### src/rtl/uart_tx_pkg.sv
// Shared definitions for the memory-mapped UART transmitter: register offsets,
// STATUS bit positions, FSM state encoding and the effective-divisor helper.
package uart_tx_pkg;

    localparam logic [3:0] OFF_TXDATA  = 4'h0;
    localparam logic [3:0] OFF_STATUS  = 4'h4;
    localparam logic [3:0] OFF_DIVISOR = 4'h8;
    localparam logic [3:0] OFF_IRQ_EN  = 4'hC;

    localparam int STAT_BUSY    = 0;
    localparam int STAT_FULL    = 1;
    localparam int STAT_EMPTY   = 2;
    localparam int STAT_OVF     = 3;
    localparam int STAT_CNT_LSB = 8;

    localparam logic [1:0] IDLE  = 2'd0;
    localparam logic [1:0] START = 2'd1;
    localparam logic [1:0] DATA  = 2'd2;
    localparam logic [1:0] STOP  = 2'd3;

    // A programmed divisor of zero still produces a one-cycle bit period.
    function automatic logic [15:0] eff_div(input logic [15:0] div);
        return (div == 16'd0) ? 16'd1 : div;
    endfunction

endpackage

### src/rtl/uart_tx_sync_fifo.sv
// Single-clock FIFO with show-ahead output: dout always presents the head entry,
// so a consumer can take it on the same edge it asserts pop.
module sync_fifo #(
    parameter int WIDTH = 8,
    parameter int DEPTH = 8,
    localparam int AW   = $clog2(DEPTH),
    localparam int CW   = AW + 1
) (
    input  logic             clk,
    input  logic             srst,
    input  logic             push,
    input  logic             pop,
    input  logic [WIDTH-1:0] din,
    output logic [WIDTH-1:0] dout,
    output logic             full,
    output logic             empty,
    output logic [CW-1:0]    count
);

    logic [WIDTH-1:0] mem [DEPTH];
    logic [CW-1:0]    wr_ptr_reg;
    logic [CW-1:0]    rd_ptr_reg;
    logic             do_push;
    logic             do_pop;

    // Push is judged on the state before the edge: a full FIFO drops even if popped now.
    assign do_push = push & ~full;
    assign do_pop  = pop & ~empty;

    always_ff @(posedge clk) begin
        if (srst) begin
            wr_ptr_reg <= '0;
            rd_ptr_reg <= '0;
        end else begin
            if (do_push) wr_ptr_reg <= wr_ptr_reg + CW'(1);
            if (do_pop)  rd_ptr_reg <= rd_ptr_reg + CW'(1);
        end
    end

    always_ff @(posedge clk) begin
        if (do_push) mem[wr_ptr_reg[AW-1:0]] <= din;
    end

    assign dout  = mem[rd_ptr_reg[AW-1:0]];
    assign count = wr_ptr_reg - rd_ptr_reg;
    assign full  = (count == CW'(DEPTH));
    assign empty = (count == '0);

endmodule

### src/rtl/uart_tx_mmio.sv
// Memory-mapped 8N1 UART transmitter: CPU stores feed a TX FIFO, an FSM shifts
// bytes out at a programmable bit period. Optional interrupt output under UART_TX_IRQ_EN.
import uart_tx_pkg::*;

module uart_tx_mmio #(
    parameter logic [31:0] BASE_ADDR   = 32'h1000_0000,
    parameter int          FIFO_DEPTH  = 8,
    parameter logic [15:0] DEFAULT_DIV = 16'd16
) (
    input  logic        clk,
    input  logic        rst,
    input  logic [31:0] addr,
    input  logic [31:0] write_data,
    input  logic        write_enable,
    output logic [31:0] read_data,
    output logic        tx
`ifdef UART_TX_IRQ_EN
    ,
    output logic        irq
`endif
);

    localparam int CW = $clog2(FIFO_DEPTH) + 1;

    logic          sel;
    logic [3:0]    off;
    logic          wr_txdata;
    logic          wr_status;
    logic          wr_divisor;
    logic          busy;

    logic          fifo_pop;
    logic [7:0]    fifo_dout;
    logic          fifo_full;
    logic          fifo_empty;
    logic [CW-1:0] fifo_count;

    logic [1:0]    state_reg,   state_next;
    logic [7:0]    shift_reg,   shift_next;
    logic [2:0]    bit_idx_reg, bit_idx_next;
    logic [15:0]   cnt_reg,     cnt_next;
    logic [15:0]   div_lat_reg, div_lat_next;
    logic          tx_reg,      tx_next;
    logic [15:0]   divisor_reg;
    logic          ovf_reg;
    logic [15:0]   div_eff;
    logic [31:0]   status_word;
    logic          unused_bits;

    assign sel        = (addr[31:4] == BASE_ADDR[31:4]);
    assign off        = addr[3:0];
    assign wr_txdata  = sel & write_enable & (off == OFF_TXDATA);
    assign wr_status  = sel & write_enable & (off == OFF_STATUS);
    assign wr_divisor = sel & write_enable & (off == OFF_DIVISOR);
    assign busy       = (state_reg != IDLE);
    assign div_eff    = eff_div(divisor_reg);
    assign unused_bits = ^write_data[31:16];

    sync_fifo #(
        .WIDTH (8),
        .DEPTH (FIFO_DEPTH)
    ) u_fifo (
        .clk   (clk),
        .srst  (rst),
        .push  (wr_txdata),
        .pop   (fifo_pop),
        .din   (write_data[7:0]),
        .dout  (fifo_dout),
        .full  (fifo_full),
        .empty (fifo_empty),
        .count (fifo_count)
    );

    // tx is registered and loaded on the transition edge, so each level lasts exactly div cycles.
    always_comb begin
        state_next   = state_reg;
        shift_next   = shift_reg;
        bit_idx_next = bit_idx_reg;
        cnt_next     = cnt_reg;
        div_lat_next = div_lat_reg;
        tx_next      = tx_reg;
        fifo_pop     = 1'b0;
        case (state_reg)
            IDLE: begin
                if (!fifo_empty) begin
                    fifo_pop     = 1'b1;
                    shift_next   = fifo_dout;
                    div_lat_next = div_eff;
                    cnt_next     = div_eff - 16'd1;
                    tx_next      = 1'b0;
                    state_next   = START;
                end
            end
            START: begin
                if (cnt_reg == 16'd0) begin
                    cnt_next     = div_lat_reg - 16'd1;
                    bit_idx_next = 3'd0;
                    tx_next      = shift_reg[0];
                    state_next   = DATA;
                end else begin
                    cnt_next = cnt_reg - 16'd1;
                end
            end
            DATA: begin
                if (cnt_reg == 16'd0) begin
                    cnt_next     = div_lat_reg - 16'd1;
                    bit_idx_next = bit_idx_reg + 3'd1;
                    if (bit_idx_reg == 3'd7) begin
                        tx_next    = 1'b1;
                        state_next = STOP;
                    end else begin
                        shift_next = {1'b0, shift_reg[7:1]};
                        tx_next    = shift_reg[1];
                    end
                end else begin
                    cnt_next = cnt_reg - 16'd1;
                end
            end
            default: begin
                if (cnt_reg == 16'd0) begin
                    state_next = IDLE;
                end else begin
                    cnt_next = cnt_reg - 16'd1;
                end
            end
        endcase
    end

    always_ff @(posedge clk) begin
        if (rst) begin
            state_reg   <= IDLE;
            shift_reg   <= 8'd0;
            bit_idx_reg <= 3'd0;
            cnt_reg     <= 16'd0;
            div_lat_reg <= 16'd1;
            tx_reg      <= 1'b1;
            divisor_reg <= DEFAULT_DIV;
            ovf_reg     <= 1'b0;
        end else begin
            state_reg   <= state_next;
            shift_reg   <= shift_next;
            bit_idx_reg <= bit_idx_next;
            cnt_reg     <= cnt_next;
            div_lat_reg <= div_lat_next;
            tx_reg      <= tx_next;
            if (wr_divisor) divisor_reg <= write_data[15:0];
            // A new overflow wins over a simultaneous write-1-to-clear.
            if (wr_txdata && fifo_full) begin
                ovf_reg <= 1'b1;
            end else if (wr_status && write_data[STAT_OVF]) begin
                ovf_reg <= 1'b0;
            end
        end
    end

    assign tx = tx_reg;

    always_comb begin
        status_word                              = '0;
        status_word[STAT_BUSY]                   = busy;
        status_word[STAT_FULL]                   = fifo_full;
        status_word[STAT_EMPTY]                  = fifo_empty;
        status_word[STAT_OVF]                    = ovf_reg;
        status_word[STAT_CNT_LSB+7:STAT_CNT_LSB] = 8'(fifo_count);
    end

`ifdef UART_TX_IRQ_EN
    logic [1:0] irq_en_reg;
    logic       irq_reg;
    logic       wr_irq_en;

    assign wr_irq_en = sel & write_enable & (off == OFF_IRQ_EN);

    always_ff @(posedge clk) begin
        if (rst) begin
            irq_en_reg <= 2'b00;
            irq_reg    <= 1'b0;
        end else begin
            if (wr_irq_en) irq_en_reg <= write_data[1:0];
            irq_reg <= (irq_en_reg[0] & fifo_empty & ~busy) | (irq_en_reg[1] & ovf_reg);
        end
    end

    assign irq = irq_reg;
`endif

    always_comb begin
        read_data = '0;
        if (sel) begin
            case (off)
                OFF_STATUS:  read_data = status_word;
                OFF_DIVISOR: read_data = {16'd0, divisor_reg};
`ifdef UART_TX_IRQ_EN
                OFF_IRQ_EN:  read_data = {30'd0, irq_en_reg};
`endif
                default:     read_data = '0;
            endcase
        end
    end

endmodule

### config.mk
export PLATFORM = sky130hd
export DESIGN_NAME = uart_tx_mmio
export DESIGN_NICKNAME = d
export VERILOG_FILES = /design/src/rtl/uart_tx_pkg.sv /design/src/rtl/uart_tx_sync_fifo.sv /design/src/rtl/uart_tx_mmio.sv
export SDC_FILE = /design/constraint.sdc
export NUM_CORES = 1
export LEC_CHECK = 0
export CAP_MARGIN = 20
export CORE_ASPECT_RATIO = 0.75
export CORE_MARGIN = 2
export CORE_UTILIZATION = 62
export CTS_BUF_LIST = sky130_fd_sc_hd__clkbuf_4
export DETAILED_ROUTE_END_ITERATION = 6
export PLACE_DENSITY = 0.9
export SYNTH_ARGS = -nofsm -noshare
export SYNTH_HDL_FRONTEND = slang
export SYNTH_HIERARCHICAL = 1
export SYNTH_SLANG_ARGS = --single-unit
export TNS_END_PERCENT = 50
### constraint.sdc
create_clock -name clk -period 6.65 [get_ports clk]
set_input_delay 0.665 -clock clk [delete_from_list [all_inputs] [get_ports clk]]
set_output_delay 0.665 -clock clk [all_outputs]
set_load 0.01 [all_outputs]
### Word level (Yosys, flattened, before mapping)

Memory sizes are Yosys's and may differ from the RTL's. A register that Yosys moved wholly into a read port is not among the register bits.
Index checks and enable logic that the tools add are counted.

| storage, ports and cells | value |
|---|---|
| bits in registers | 71 |
| RAM bits | 64 |
| output and inout bits | 33 |
| word-level logic and storage cells | 92 |
| memories kept | 1 |

| operators by class | value |
|---|---|
| $add $sub $neg | 7 |
| eq/ne operators | 13 |
| mux-type cells | 33 |
| bitwise gates (word level) | 8 |
| reductions and logical operators | 20 |

Memory list:

| name | depth | width | rd ports | clocked after Yosys merged registers in | wr ports | line | source |
|---|---|---|---|---|---|---|---|
| u_fifo.mem | 8 | 8 | 1 | 1 | 1 | uart_tx_sync_fifo.sv:20 | `logic [WIDTH-1:0] mem [DEPTH];` |

Operator list:

| operator | number |
|---|---|
| $mux 16 | 5 |
| $pmux 16 s2 | 2 |
| $sub 16x1->16 const B | 3 |
| $logic_not 16->1 | 2 |
| $eq 28x25->1 const B | 1 |
| $mux 8 | 3 |
| $pmux 8 s2 | 1 |
| $mux 3 | 4 |
| $mux 1 | 10 |
| $mux 2 | 5 |
| $ne 2x2->1 const B | 5 |
| $reduce_bool 2->1 | 5 |
| $add 4x1->4 const B | 2 |
| $eq 4x4->1 const B | 2 |
| $logic_not 4->1 | 2 |
| $reduce_and 4->1 | 2 |
| $and 1x1->1 | 6 |
| $pmux 2 s3 | 1 |
| $pmux 3 s2 | 1 |
| $reduce_and 5->1 | 1 |
| $eq 4x3->1 const B | 1 |
| $reduce_and 2->1 | 2 |
| $sub 4x4->4 | 1 |
| $add 3x1->3 const B | 1 |
| other kinds (11) | 13 |

### Longest topological paths before layout

| logic depth | value |
|---|---|
| word-level depth | 7 |
| gate-level depth with buffers | 15 |

### Hierarchy

Netlist, hierarchy kept.

By module, submodules not included:

| module | times used | cells each | area each (µm²) |
|---|---|---|---|
| uart_tx_mmio | 1 | 529 | 4269.1 |
| sync_fifo | 1 | 175 | 3114.2 |

### Worst setup path before layout

Ideal clock, no wire load.

| timing | value |
|---|---|
| path type | input to register |
| from | input addr[6] |
| to | memory u_fifo.mem[0][0], enable pin |
| data arrival time | 2.840 ns |
| required time | 6.255 ns |
| slack | 3.416 ns |
| stages on the path | 8 |
| path buffers | 1 |
| cell sequence | nor4_1 > and4_1 > nand4_1 > clkbuf_1 > or2_1 > nor2_1 > nand2b_1 > nor4_1 |

| on the way | value |
|---|---|
| word-level cells in the longest chain between the ends | 6 |

RTL lines:

| what | line | source |
|---|---|---|
| start, declared | uart_tx_mmio.sv:12 | `input logic [31:0] addr,` |
| $eq 28x25->1 | uart_tx_mmio.sv:50 | `assign sel = (addr[31:4] == BASE_ADDR[31:4]);` |
| $and 1x1->1 (2 in series) | uart_tx_mmio.sv:52 | `assign wr_txdata = sel & write_enable & (off == OFF_TXDATA);` |
| via wr_txdata | uart_tx_mmio.sv:27 | `logic wr_txdata;` |
| $and 1x1->1 | uart_tx_sync_fifo.sv:27 | `assign do_push = push & ~full;` |
| $mux 1 | uart_tx_sync_fifo.sv:41 | `if (do_push) mem[wr_ptr_reg[AW-1:0]] <= din;` |
| $mux 1 (not written as such) | uart_tx_sync_fifo.sv:41 |  |
| end, declared | uart_tx_sync_fifo.sv:20 |  |

The timed path passes the listed nets, and every way through them passes these cells.

### Worst setup path in the final report

| timing | value |
|---|---|
| from | register u_fifo.wr_ptr_reg[0] |
| to | output read_data[2] |

| on the way | value |
|---|---|
| word-level cells in the longest chain between the ends | 4 |

RTL lines:

| what | line | source |
|---|---|---|
| start, declared | uart_tx_sync_fifo.sv:21 | `logic [CW-1:0] wr_ptr_reg;` |
| start signal, assigned | uart_tx_sync_fifo.sv:35 | `if (do_push) wr_ptr_reg <= wr_ptr_reg + CW'(1);` |
| $sub 4x4->4 | uart_tx_sync_fifo.sv:45 | `assign count = wr_ptr_reg - rd_ptr_reg;` |
| via fifo_count[1] | uart_tx_mmio.sv:36 | `logic [CW-1:0] fifo_count;` |
| $logic_not 4->1 | uart_tx_sync_fifo.sv:47 | `assign empty = (count == '0);` |
| via fifo_empty | uart_tx_mmio.sv:35 | `logic fifo_empty;` |
| $pmux 16 s2 | uart_tx_mmio.sv:190 | `case (off)` |
| $mux 16 | uart_tx_mmio.sv:189 | `if (sel) begin` |
| end, declared | uart_tx_mmio.sv:15 | `output logic [31:0] read_data,` |

The timed path passes the listed nets, and every way through them passes these cells.

==> metrics.cfg <==
[pwr]
p_per_area_nw_per_um2=330
power_frac_clock=0.209
fin_total_pwr_mw=2.76
p_leak_nw=2.80
p_int_mw=1.62
power.switching_mw=1.14
ir_worst_vdd_mv=0.225
switching_share=0.412
pwr-share-comb=0.430
p_seq_frac=0.361

[critical_path]
path_cells=inv_1, ha_1, inv_1, fa_1, or3_1, nor2_1, a22oi_1, nor2_1, clkdlybuf4s50_1
critPathBufInv=3
cp_max_fo=7
cp-startpoint=u_fifo/wr_ptr_reg[0]
cp_slowest_cell=clkdlybuf4s50_1
arrival_ns=3.66
worstSetupEndpointType=output port
cp-start-kind=flop
critPathMaxStageDelay_ns=0.57
r2r-start=u_fifo/wr_ptr_reg[0]
required_ns=5.98
critPathKind=flop to output port
critPathTopFamily=simple AND/OR/NAND/NOR gates

[job]
drv_cap=0

[synth]
yosysTopAreaCell=edfxtp_1
synthFlopType=dfxtp_1
syn-cell-area_um2=7380
yosysUniqueCellTypes=81
synth_simple_gate_area_share=0.190
avgSynthCellArea_um2=10.5
synthXorXnorAreaFrac=0.0380
synth_compound_gate_area_share=0.130
ys_top_cells_by_count=74 x dfxtp_1, 71 x nor2_1, 64 x edfxtp_1
yosysMostFrequentCell=dfxtp_1
ys_seq_elements=138
synth_top_area_frac=0.260
synth_top_family_by_area=simple AND/OR/NAND/NOR gates
synthAdderAreaFrac=0.0264
synthCells=704
yosysWarnings=6
synth-async-reset-ratio=0
synth_edf_count=64
synthMuxAreaShare=0.0996
ys_seq_area_frac=0.461
synthTopCellsByArea=edfxtp_1 26%, dfxtp_1 20%, mux4_2 4.9%, mux2i_1 3.7%, nor2_1 3.6%

[die]
core_um2=11600
initial_utilization=0.636
io_pins=100
rows=34
die_y_um=98.5
die-area_um2=12800
die_w_um=130

[cts]
cts.sinks=138
cts_resized=0
insertion_delay_ns=0.55
postCtsSetupBuffers=0
cts_hold_buf=0
clk_pin_slew_ns=0.12
numCtsBuffers=17
cts_tree=yes
h-tree-depth=4
cts_buffer_depth=2
clock_tree.root_cell=clkbuf_4

[drt]
wirelength_um=18200
viasPerCell=6.30
dr_total_vias=5880
drt_pass1_iterations=5
routedWlPerCell_um=19.5
drc_errors=0
drt_iter0_markers=769
drtAntennaViolNets=0

[outcome]
status=complete, no violations

[timing]
worstMarginPinSlew_ns=0.997
drv_slew=0
min_period_over_period=0.650
hold_violations=0
finalSetupTns_ns=0
finClkSkew_ns=0.0230
rsz0062_at_grt=no
maxSlewHeadroom=0.333
period_needed_ns=4.32
fmax_mhz=231
finalSetupViolations=0

[cells_and_area]
drive_gt1_frac=0.125
largest_reg_flops=64
fin_nets=840
num_antenna_cells=0
syn_to_final_growth_pct=13.6

[global_routing]
gr-total-overflow=0
grt_max_degree=71
grt_antenna_before_repair=0
grt_pass1_vias=5592
grt_pass1_wl_um=29300
grt.total_usage=0.299

[placement]
routabilityCongestion=0.945
post-dp-hpwl_um=12900
port_buffers=67

[worst_hold_path]
hold_path.startpoint=div_lat_reg[15]
hold_class=flop to flop

logic make-up after synthesis:
group | Yosys count
DFF | 138
buffers and inverters | 80
other | 1
muxes | 52
adders and majority gates | 15
AOI/OAI and AO/OA | 138
xor gates and xnor gates | 32
and+or+nand+nor | 248
worst paths after layout:
kind / endpoint / slack [ns] / cells after the start
max: read_data[2] / 2.33 / 9
min: div_lat_reg[15] / 0.48 / 2
max reg2reg: u_fifo/rd_ptr_reg[2] / 2.36 / 12
min reg2reg: div_lat_reg[15] / 0.48 / 2
routing by layer:
layer	share of wire	track usage	routed length, um	up-vias
met4	0.022	0.101	396	0
met1	0.41	0.409	7420	2774
met2	0.46	0.468	8440	366
met3	0.11	0.0738	1950	38
li1	-	-	-	2702
met5	0	0	0	-
cell type report:
| class | count | area [um2] |
|---|---|---|
| Inverter | 25 | 93.8 |
| Clock buffer | 17 | 128 |
| Fill cell | 728 | 3230 |
| Tap cell | 162 | 203 |
| Multi-Input combinational cell | 501 | 3640 |
| Clock inverter | 15 | 176 |
| Sequential cell | 138 | 3400 |
| Timing Repair Buffer | 75 | 743 |
power by group through the flow:
stage                     combinational (mW)  clock (mW)  sequential (mW)
after floorplan                        0.904           0            0.995
after global placement                  1.09           0             1.02
after detailed placement                1.12           0             1.03
after CTS                               1.13       0.580             1.01
after global routing                    1.29       0.614             1.00
final                                   1.19       0.578            0.998
tightest hold or removal path, stage by stage (launching register included):
cell     delay (ns)
dfxtp_1        0.34
nand2_1        0.05
a21oi_1        0.05
stage by stage:
step | hold WS (ns) | setup slack, ns | area (um2) | utilization | cells
floorplan | 0.444 | 3.42 | 7440 | - | 719
global placement | 0.450 | 2.48 | 8050 | 0.693 | 899
detailed placement | 0.460 | 2.52 | 8050 | 0.693 | 900
CTS | 0.479 | 2.33 | 8360 | 0.720 | 932
global route | 0.519 | 2.04 | 8390 | 0.722 | 933
finish | 0.477 | 2.33 | 8390 | 0.722 | 933
cells in the final DEF, fill, tap and decap left out, types with 6 or more instances in the layout:
master | Yosys | layout
buf_4 | 18 | 6
and2_1 | 9 | 9
ha_1 | 14 | 14
o21ai_1 | 6 | 6
mux2_2 | 8 | 8
a22oi_1 | 10 | 10
a211oi_1 | 10 | 10
nor2_1 | 71 | 71
mux4_2 | 16 | 16
conb_1 | 1 | 16
clkdlybuf4s50_1 | 0 | 66
nand2b_1 | 9 | 9
dfxtp_1 | 74 | 74
nor3_1 | 16 | 16
o211ai_1 | 6 | 6
mux2i_1 | 27 | 27
inv_1 | 23 | 23
nor4_1 | 15 | 15
xnor2_1 | 13 | 13
nand4_1 | 7 | 7
or3_1 | 6 | 6
a21oi_1 | 35 | 35
nand3_1 | 10 | 10
edfxtp_1 | 64 | 64
nand2_1 | 59 | 59
clkbuf_4 | 0 | 17
o31ai_1 | 10 | 10
o21ai_0 | 16 | 16
xor2_1 | 19 | 19
Power figures use the tool's default switching activity.
